## config.mk

```make
export PLATFORM = sky130hd
export DESIGN_NAME = seq_mult_param
export DESIGN_NICKNAME = d
export VERILOG_FILES = /design/src/rtl/seq_mult_param.sv
export SDC_FILE = /design/constraint.sdc
export NUM_CORES = 1
export LEC_CHECK = 0
export ABC_AREA = 1
export CORE_MARGIN = 1.5
export CORE_UTILIZATION = 58
export CTS_BUF_LIST = sky130_fd_sc_hd__clkbuf_2
export DETAILED_ROUTE_END_ITERATION = 16
export PLACE_DENSITY_LB_ADDON = 0.08
export SLEW_MARGIN = 20
export SYNTH_ARGS = -nofsm -noshare
export SYNTH_HDL_FRONTEND = slang
export SYNTH_SLANG_ARGS = --single-unit
```

## constraint.sdc

```tcl
create_clock -name clk -period 4.45 [get_ports clk]
set_input_delay 0.6675 -clock clk [delete_from_list [all_inputs] [get_ports clk]]
set_output_delay 0.6675 -clock clk [all_outputs]
set_load 0.1 [all_outputs]
```

## src/rtl/seq_mult_param.sv

```systemverilog
// Shift-add sequential multiplier: WIDTH x WIDTH -> 2*WIDTH, one partial product per cycle.
// Define MULT_SIGNED_EN to enable two's-complement operation selected per operation by tc_i.
module seq_mult_param #(
    parameter  int WIDTH = 4,
    localparam int CNT_W = $clog2(WIDTH + 1)
) (
    input  logic                 clk,
    input  logic                 rst_n,
    input  logic                 start_i,
    input  logic [WIDTH-1:0]     a_i,
    input  logic [WIDTH-1:0]     b_i,
    input  logic                 tc_i,
    output logic                 busy_o,
    output logic                 done_o,
    output logic [2*WIDTH-1:0]   product_o
);

    typedef enum logic [1:0] {
        IDLE,
        RUN,
        FIN
    } state_t;

    state_t               state_q, state_d;
    logic [2*WIDTH-1:0]   acc_q, acc_d;
    logic [WIDTH-1:0]     mcand_q, mcand_d;
    logic [WIDTH-1:0]     mplier_q, mplier_d;
    logic [CNT_W-1:0]     cnt_q, cnt_d;
    logic                 busy_q, busy_d;
    logic                 done_q, done_d;
    logic [2*WIDTH-1:0]   product_q, product_d;

    logic [WIDTH-1:0]     magA, magB;
    logic                 resultSign_q, resultSign_d;
    logic                 acceptSign;
    logic [2*WIDTH-1:0]   finalProduct;
    logic [WIDTH:0]       partialSum;

`ifdef MULT_SIGNED_EN
    // Negation of the most-negative value wraps to itself, which reads correctly as unsigned.
    assign magA         = (tc_i && a_i[WIDTH-1]) ? -a_i : a_i;
    assign magB         = (tc_i && b_i[WIDTH-1]) ? -b_i : b_i;
    assign acceptSign   = tc_i & (a_i[WIDTH-1] ^ b_i[WIDTH-1]);
    assign finalProduct = resultSign_q ? -acc_q : acc_q;
`else
    logic unusedTc;
    assign unusedTc     = tc_i;
    assign magA         = a_i;
    assign magB         = b_i;
    assign acceptSign   = 1'b0;
    assign finalProduct = acc_q;
`endif

    // Upper half plus optional multiplicand, keeping the carry bit for the shift.
    assign partialSum = {1'b0, acc_q[2*WIDTH-1:WIDTH]}
                      + {1'b0, (mplier_q[0] ? mcand_q : {WIDTH{1'b0}})};

    always_comb begin
        state_d      = state_q;
        acc_d        = acc_q;
        mcand_d      = mcand_q;
        mplier_d     = mplier_q;
        cnt_d        = cnt_q;
        busy_d       = busy_q;
        done_d       = 1'b0;
        product_d    = product_q;
        resultSign_d = resultSign_q;

        unique case (state_q)
            IDLE: begin
                if (start_i) begin
                    mcand_d      = magA;
                    mplier_d     = magB;
                    resultSign_d = acceptSign;
                    acc_d        = '0;
                    cnt_d        = '0;
                    busy_d       = 1'b1;
                    state_d      = RUN;
                end
            end
            RUN: begin
                acc_d    = {partialSum, acc_q[WIDTH-1:1]};
                mplier_d = mplier_q >> 1;
                cnt_d    = cnt_q + CNT_W'(1);
                if (cnt_q == CNT_W'(WIDTH - 1)) begin
                    state_d = FIN;
                end
            end
            FIN: begin
                product_d = finalProduct;
                done_d    = 1'b1;
                busy_d    = 1'b0;
                state_d   = IDLE;
            end
            default: begin
                state_d = IDLE;
                busy_d  = 1'b0;
            end
        endcase
    end

    always_ff @(posedge clk or negedge rst_n) begin
        if (!rst_n) begin
            state_q      <= IDLE;
            acc_q        <= '0;
            mcand_q      <= '0;
            mplier_q     <= '0;
            cnt_q        <= '0;
            busy_q       <= 1'b0;
            done_q       <= 1'b0;
            product_q    <= '0;
            resultSign_q <= 1'b0;
        end else begin
            state_q      <= state_d;
            acc_q        <= acc_d;
            mcand_q      <= mcand_d;
            mplier_q     <= mplier_d;
            cnt_q        <= cnt_d;
            busy_q       <= busy_d;
            done_q       <= done_d;
            product_q    <= product_d;
            resultSign_q <= resultSign_d;
        end
    end

    assign busy_o    = busy_q;
    assign done_o    = done_q;
    assign product_o = product_q;

endmodule

```

==> impl_results.md <==
- GPL Wtd Cong: 0.746
- Final Cell Area: 1710 um2
- Pre-CTS WS: 2.30 ns
- DRT antenna net count: 0
- Fin Clk Skew: 0.00666 ns
- RSZ-0062 raised after global routing: false
- Clock Sink Count: 31
- DP HPWL: 1890 um
- Synth Net Count: 172
- Min-delay worst type: reg2reg
- Startpoint types: register
- Mapped Cells: 153
- Row cnt: 18
- Die Y: 53.4 um
- Setup violators final: 0
- Inserted Diodes: 0
- # fillers: 201
- Yosys cell types: 19
- Critical path class: reg2out
- Leading area contributor after synthesis: dfrtp_1
- Global-route usage over all layers: 21.1%
- Clk Latency, worst-skew pair: 0.35 ns
- Seq pwr share: 34.5%
- Bufs on Longest Clock Path: 2
- Crit path arrival time: 1.87 ns
- Cell with the largest stage delay on the worst path: clkdlybuf4s50_1
- Final #Nets: 197
- Area contributors post-synth: dfrtp_1 53%, nand2_1 12%, inv_1 5.4%, o21ai_2 5.4%, ha_1 5.1%
- Area of the multi-input gates: 568 um2
- Initial antenna violation count: 0
- Vias in the first global route: 999
- Initial Utilization: 60.5%
- Net switching share of the total power: 51.5%
- Avg Inst Size Synth: 9.62 um2
- Worst path required time: 3.78 ns
- Core area: 2430 um2
- Worst slew margin: 35.2%
- Ratio of cells with drive above 1 in the final layout: 18.1%
- P per Cell Area: 759 nW/um2
- First-pass GRT wire length: 4110 um
- Clk slew on worst S/H paths: 0.14 ns
- Root buffer cell: clkbuf_2
- Seq cells post-synth: 31
- Net Sw Power: 670 uW
- Comb power frac: 56.2%
- Status: finished, final reports clean
- Area of the mapped netlist: 1470 um2
- Area growth, synth to finish: 16.4%
- Leakage: 0.000875 uW
- Largest net degree at the start of global routing: 32
- Hold_buf cts: 0
- Initial detailed-routing violation count: 21
- Wire per inst: 12.2 um
- Crit path buf inv count: 1
- Ys flop type: dfrtp_1
- Die Area: 2850 um2
- Int Pwr: 630 uW
- # H-tree levels: 2
- Max Cap Violations: 0
- IO buf count: 20
- TritonCTS clock tree: yes
- CTS buffer count: 5
- I/O pin cnt: 22
- DRC viols: 0
- Cell family with most CP delay: buffers and inverters
- Fin crit period: 2.54 ns
- Synth warn: 0
- Final WL: 2520 um
- Post-CTS setup buffer count: 0
- Setup_tns: 0 ns
- CP cell instances: clkdlybuf4s50_1
- Pre-Repair DR Iteration Count: 4
- Post-cts gate resize count: 0
- DP Area: 1680 um2
- Max Fanout on Critical Path: 2
- Ys async rst share: 100%
- DR vias: 1,024
- Die W: 53.4 um
- Final hold violation count: 0
- CP max stage delay: 1.14 ns
- Peak supply drop: 0.000518 V
- Clock power frac: 9.3%
- Most numerous cell in the Yosys netlist: nand2_1
- Top cell type's share of synthesized area: 52.7%
- Fin. max-slew vios: 0
- Final setup margin: 1.91 ns
- Grt ovf: 0
- Worst-margin pin slew: 0.969 ns
- Fmax: 0.394 GHz
- Seq/Total Area, Yosys: 52.7%
- Post-synth top cells: 48 x nand2_1, 31 x dfrtp_1, 21 x inv_1
- Vias/cell: 4.95
- Final worst-path cycle share: 57.0%
- Worst Setup End Kind: output pin
- FF/Latch Area: 776 um2
- EDFF count, synth: 0
area by class of cell:
class | instances | area share [%]
Timing Repair Buffer | 21 | 12.1
Inverter | 25 | 5.48
Sequential cell | 31 | 45.3
Tap cell | 30 | 2.19
Multi-Input combinational cell | 94 | 33.2
Clock buffer | 6 | 1.75
sequential cells by signal (all words and copies together) (netlist names):
| name | count |
|---|---|
| busy_o | 1 |
| mplier_q | 4 |
| mcand_q | 4 |
| cnt_q | 3 |
| done_o | 1 |
| product_o | 8 |
| acc_q | 8 |
| state_q | 2 |
worst register-to-register path: cells and delay by family (launching register included):
family,cells,cell delay (ns)
flip-flops,1,0.43
AO/OA/AOI/OAI,3,0.27
adder cells (fa/ha/maj),2,0.52
AND/OR/NAND/NOR,1,0.07
buffers and inverters,3,0.23
per-stage QoR:
stage | utilization (%) | cells | hold WS (ns) | power (uW)
after floorplan | - | 153 | 0.372 | 1050
after global placement | 69.2 | 201 | 0.432 | 1150
after detailed placement | 69.2 | 201 | 0.451 | 1190
after CTS | 70.4 | 207 | 0.467 | 1310
after global routing | 70.4 | 207 | 0.483 | 1380
final | 70.4 | 207 | 0.464 | 1300
cells by family after synthesis:
| kind of cell | share of synthesized area (%) |
|---|---|
| flip-flops | 52.7 |
| AND/OR/NAND/NOR | 17.9 |
| adder cells (fa/ha/maj) | 6.46 |
| AO/OA/AOI/OAI | 14.2 |
| buffers and inverters | 8.67 |
layer usage:
layer	GRT usage, %	vias up	wire length [um]
met5	0	-	0
met4	11.5	0	10
met3	5.93	2	143
met2	38.5	32	1320
met1	21.1	464	1050
li1	-	526	-
path summary, 6_finish.rpt:
check	cells after the start	endpoint	slack, ns	start
max	1	product_o[4]	1.91	product_o[4]$_DFFE_PN0P_
min	1	busy_o$_DFFE_PN0P_	0.46	state_q[1]$_DFFE_PN0P_
max reg2reg	9	acc_q[5]$_DFFE_PN0P_	2.84	mplier_q[0]$_DFFE_PN0P_
min reg2reg	1	busy_o$_DFFE_PN0P_	0.46	state_q[1]$_DFFE_PN0P_
max in group asynchronous	2	done_o$_DFF_PN0_	3.48	rst_n
min in group asynchronous	2	state_q[0]$_DFFE_PN0P_	0.69	rst_n
power groups by stage:
stage | clock network (uW) | registers [uW] | logic (uW)
after floorplan | 0 | 685 | 362
after global placement | 0 | 446 | 707
after detailed placement | 0 | 456 | 736
after CTS | 123 | 450 | 738
after global routing | 133 | 459 | 791
final | 120 | 449 | 731
layout by cell type, fill, tap and decap left out:
| cell type | Yosys | routed |
|---|---|---|
| o21ai_0 | 5 | 5 |
| inv_2 | 4 | 4 |
| nand3_1 | 5 | 5 |
| clkbuf_2 | 0 | 6 |
| fa_1 | 1 | 1 |
| nand2_1 | 48 | 48 |
| buf_4 | 0 | 1 |
| nor2_1 | 3 | 3 |
| clkdlybuf4s50_1 | 0 | 20 |
| nand2_2 | 2 | 2 |
| nand2_4 | 1 | 1 |
| ha_1 | 6 | 6 |
| inv_1 | 21 | 21 |
| nor2_2 | 1 | 1 |
| a21oi_1 | 3 | 3 |
| dfrtp_1 | 31 | 31 |
| o21ai_1 | 2 | 2 |
| a21oi_2 | 2 | 2 |
| nand3_4 | 1 | 1 |
| o22ai_2 | 5 | 5 |
| o21ai_2 | 9 | 9 |
(Power assumes the default switching activity.)
==> patch 1, RTL diff (config.mk and constraints unchanged) <==
Change the parameter `WIDTH` from 4 to 8.
--- a/src/rtl/seq_mult_param.sv
+++ b/src/rtl/seq_mult_param.sv
@@ -2,5 +2,5 @@
 // Define MULT_SIGNED_EN to enable two's-complement operation selected per operation by tc_i.
 module seq_mult_param #(
-    parameter  int WIDTH = 4,
+    parameter  int WIDTH = 8,
     localparam int CNT_W = $clog2(WIDTH + 1)
 ) (
Ports: changed (resized a_i, b_i and product_o); port bits go from 22 to 38. The function was not compared with the original's and may differ.
==> patch 1 against the unedited design <==
Wire length rose by 78%. Cell area is 76% higher. Synthesized area up 76%. Setup slack worse by 150 ps. Hold slack got worse by 180 ps. Sequential cell count up 25. Global-route usage grew 0.081 points. Power grew 79%. Critical path depth is the same. Sequential share of layout area increased by 1.2 points. Sequential power rose by 90%. Highest routed layer unchanged.
==> patch 1: results <==
worst_setup_path:
  r2r_setup_slack_ps: 2600
  reg2reg_depth: 10
  arrival_ps: 2020
  r2r_end: "acc_q[15]"
global_routing:
  grt_max_degree: 57
  met1_usage_pct: 30.6
  use_met3_pct: 5.05
  grt_usage_pct: 21.2
  grt_pass1_vias: 1814
  use_met2_pct: 31.9
route:
  drt_iter0_drc: 117
  wl_per_cell_um: 12.1
  num_vias: 1915
synthesis:
  syn_nets: 315
  synthCells: 285
  ys_seq_area_share_pct: 54.0
  ys_top_cells_by_count: "nand2_1, dfrtp_1, inv_1"
  synth.area.top_cells: "dfrtp_1, nand2_1, inv_1"
  synth_cell_types: 25
clock_network:
  clk_pin_slew_ps: 270
  insertion_delay_ps: 450
timing:
  timing.hold.ws_ps: 282
  worst_pin_slew_ps: 968
  finalClockSkew_ps: 21.0
finish:
  drive_above_1_share_pct: 8.10
  layout.nets: 350
  fill_cells: 372
  instances_no_fill: 373
placed_design:
  place_ws_ps: 1940
  place_congestion: 0.862
  port_buffers: 36
  dp_hpwl_um: 3260
outcome:
  run_status: "completed"
hold_path:
  hp-class: "in -> async"
patch 1: report_power, final:
group          switching, mW  internal (mW)
registers              0.137          0.718
clock network          0.156         0.0420
logic                  0.866          0.404
patch 1: layout make-up:
type	count	area [sq um]	area share (%)
clock buffer	6	30.0	0.997
clock inverter	2	16.3	0.540
inverter	38	143	4.73
multi-input combinational	182	995	33.0
sequential	56	1400	46.5
tap	52	65.1	2.16
timing repair buffer	37	363	12.0
patch 1: worst max-delay path by stage:
| stage | slack (ps) | to | depth (start not counted) | from |
|---|---|---|---|---|
| final | 1770 | product_o[9] | 1 | product_o[9] |
| after global routing | 1670 | product_o[9] | 1 | product_o[9] |
| after CTS | 1720 | product_o[9] | 1 | product_o[9] |
| after detailed placement | 1940 | cnt_q[1] | 5 | start_i |
| after global placement | 1970 | cnt_q[1] | 5 | start_i |
| after floorplan | 2750 | acc_q[15] | 11 | mplier_q[0] |
patch 1: logic make-up after synthesis:
logic type / count (synthesis) / share of synthesized area, %
AND/OR/NAND/NOR: 127 / 20.4
XOR/XNOR: 2 / 0.675
AO/OA/AOI/OAI: 35 / 7.47
buffers and inverters: 47 / 7.67
flip-flops: 56 / 54.0
multiplexers: 8 / 4.63
adder cells (fa/ha/maj): 10 / 5.11
patch 1: through the flow:
stage          instance area (sq um)  power (mW)
4_1_cts                         3010        2.34
3_3_place_gp                    2970        2.10
6_report                        3010        2.32
2_1_floorplan                   2590        1.87
5_1_grt                         3010        2.51
3_5_place_dp                    2970        2.14
patch 1: per-layer routing:
metal | wire length, um | share of wire (%) | vias up
met2 | 2000 | 45 | 44
met3 | 205 | 4.6 | 7
li1 | - | - | 984
met5 | 0 | 0 | -
met4 | 66 | 1.5 | 0
met1 | 2220 | 49 | 880
==> patch 2, RTL diff (same flow settings) <==
Made on the original files. The 3 states of `state_t` get a one-hot encoding in 3 bits.
--- a/src/rtl/seq_mult_param.sv
+++ b/src/rtl/seq_mult_param.sv
@@ -16,8 +16,8 @@
 );
 
-    typedef enum logic [1:0] {
-        IDLE,
-        RUN,
-        FIN
+    typedef enum logic [2:0] {
+        IDLE = 3'b001,
+        RUN  = 3'b010,
+        FIN  = 3'b100
     } state_t;
 
Check against the original RTL: same outputs for any inputs over 10 cycles, from zero or initial values and one cycle with rst_n low; not proved beyond that.
==> patch 2 against the unedited design <==
Via count grew 11%. Wire length grew 2.9%. Synthesized cell count grew 10%. Setup slack lost 5.2 ps. Maximum frequency shrank 0.21%. First-iteration DRC count grew 29%. Synthesized area grew 0.26%. Cell area grew 1.0%. Sequential cell count grew 1. Power shrank 16%.
==> patch 2: results <==
outcome:
  run_status: "completed"
finish:
  drive_above_1_share_pct: 9.28
  diodes: 0
  layout.nets: 212
placed_design:
  place_congestion: 0.851
  dp_hpwl_um: 1910
clock_network:
  insertion_delay_ps: 360
  cts_setup_buffers: 0
global_routing:
  grt_pass1_vias: 1081
  grt_max_degree: 33
  grt_pass1_wl_um: 4690
  grt_usage_pct: 23.3
  grt_overflow: 0
route:
  drt_iter0_drc: 27
  num_vias: 1132
  wl_per_cell_um: 11.6
pwr:
  p_leak_nw: 0.923
  p_sw_share_pct: 48.4
  peakVddDrop_uv: 465
synthesis:
  synth_cell_types: 21
  syn_nets: 188
  ys_top_cells_by_count: "nand2_1, dfrtp_1, inv_1"
  ys_seq_area_share_pct: 54.4
  synth_xor_area_share_pct: 0
  synth_fa_ha_area_share_pct: 6.45
  yosysWarnings: 0
  synth_compound_area_share_pct: 7.46
  synth.area.top_cells: "dfrtp_1, nand2_1, inv_1"
hold_path:
  worstHoldPathCells: 2
timing:
  finalClockSkew_ps: 8.64
  slew_headroom_pct: 35.4
worst_setup_path:
  reg2reg_depth: 7
[patch 2: cell count changes in the layout (fill, tap and decap cells not counted), moves of 3 or more]
| cell | change |
|---|---|
| nand3_1 | +9 |
| o21ai_2 | -9 |
| nand2_1 | +5 |
| o21ai_0 | +5 |
| o22ai_2 | -5 |
| o21ai_1 | +4 |
| inv_1 | +3 |
[patch 2: kinds of logic after synthesis]
kind of cell	count (synthesis)
adder cells (fa/ha/maj)	7
AND/OR/NAND/NOR	78
buffers and inverters	31
AO/OA/AOI/OAI	21
flip-flops	32
[patch 2: final cells by class]
type,count,area [sq um]
Sequential cell,32,802
Fill cell,214,702
Multi-Input combinational cell,106,543
Timing Repair Buffer,21,208
Inverter,27,101
Tap cell,30,37.5
Clock buffer,5,25.0
Clock inverter,3,13.8
[patch 2: power by group through the flow]
stage / Sequential, mW / Clock, mW / Combinational (mW)
final: 0.451 / 0.131 / 0.510
after global routing: 0.464 / 0.146 / 0.565
after CTS: 0.451 / 0.133 / 0.514
after detailed placement: 0.458 / 0 / 0.512
after global placement: 0.454 / 0 / 0.494
after floorplan: 0.618 / 0 / 0.235
[patch 2: layer usage]
layer	vias up	track usage, %	part of all wire [%]
met5	-	0	0
met1	517	29.4	45
met4	0	10.3	1.7
li1	578	-	-
met3	8	5.93	4.6
met2	29	37.2	49
[patch 2: per-stage QoR]
stage	hold slack [ps]	cells	utilization [%]	setup WS, ps	area [sq um]
after floorplan	372	169	-	2880	1480
after global placement	460	216	69.5	2330	1690
after detailed placement	464	216	69.5	2320	1690
after CTS	501	224	71.1	1890	1730
after global routing	516	224	71.1	1840	1730
final	499	224	71.1	1910	1730
[patch 2: final timing paths]
path | start | slack, ps | to
worst min-delay path | mcand_q[1] | 500 | mcand_q[1]
worst min register to register | mcand_q[1] | 500 | mcand_q[1]
worst max register to register | mplier_q[0] | 2840 | acc_q[4]
min in group asynchronous | rst_n | 690 | product_o[6]
worst max-delay path | product_o[0] | 1910 | product_o[0]
max in group asynchronous | rst_n | 3450 | state_q[0]
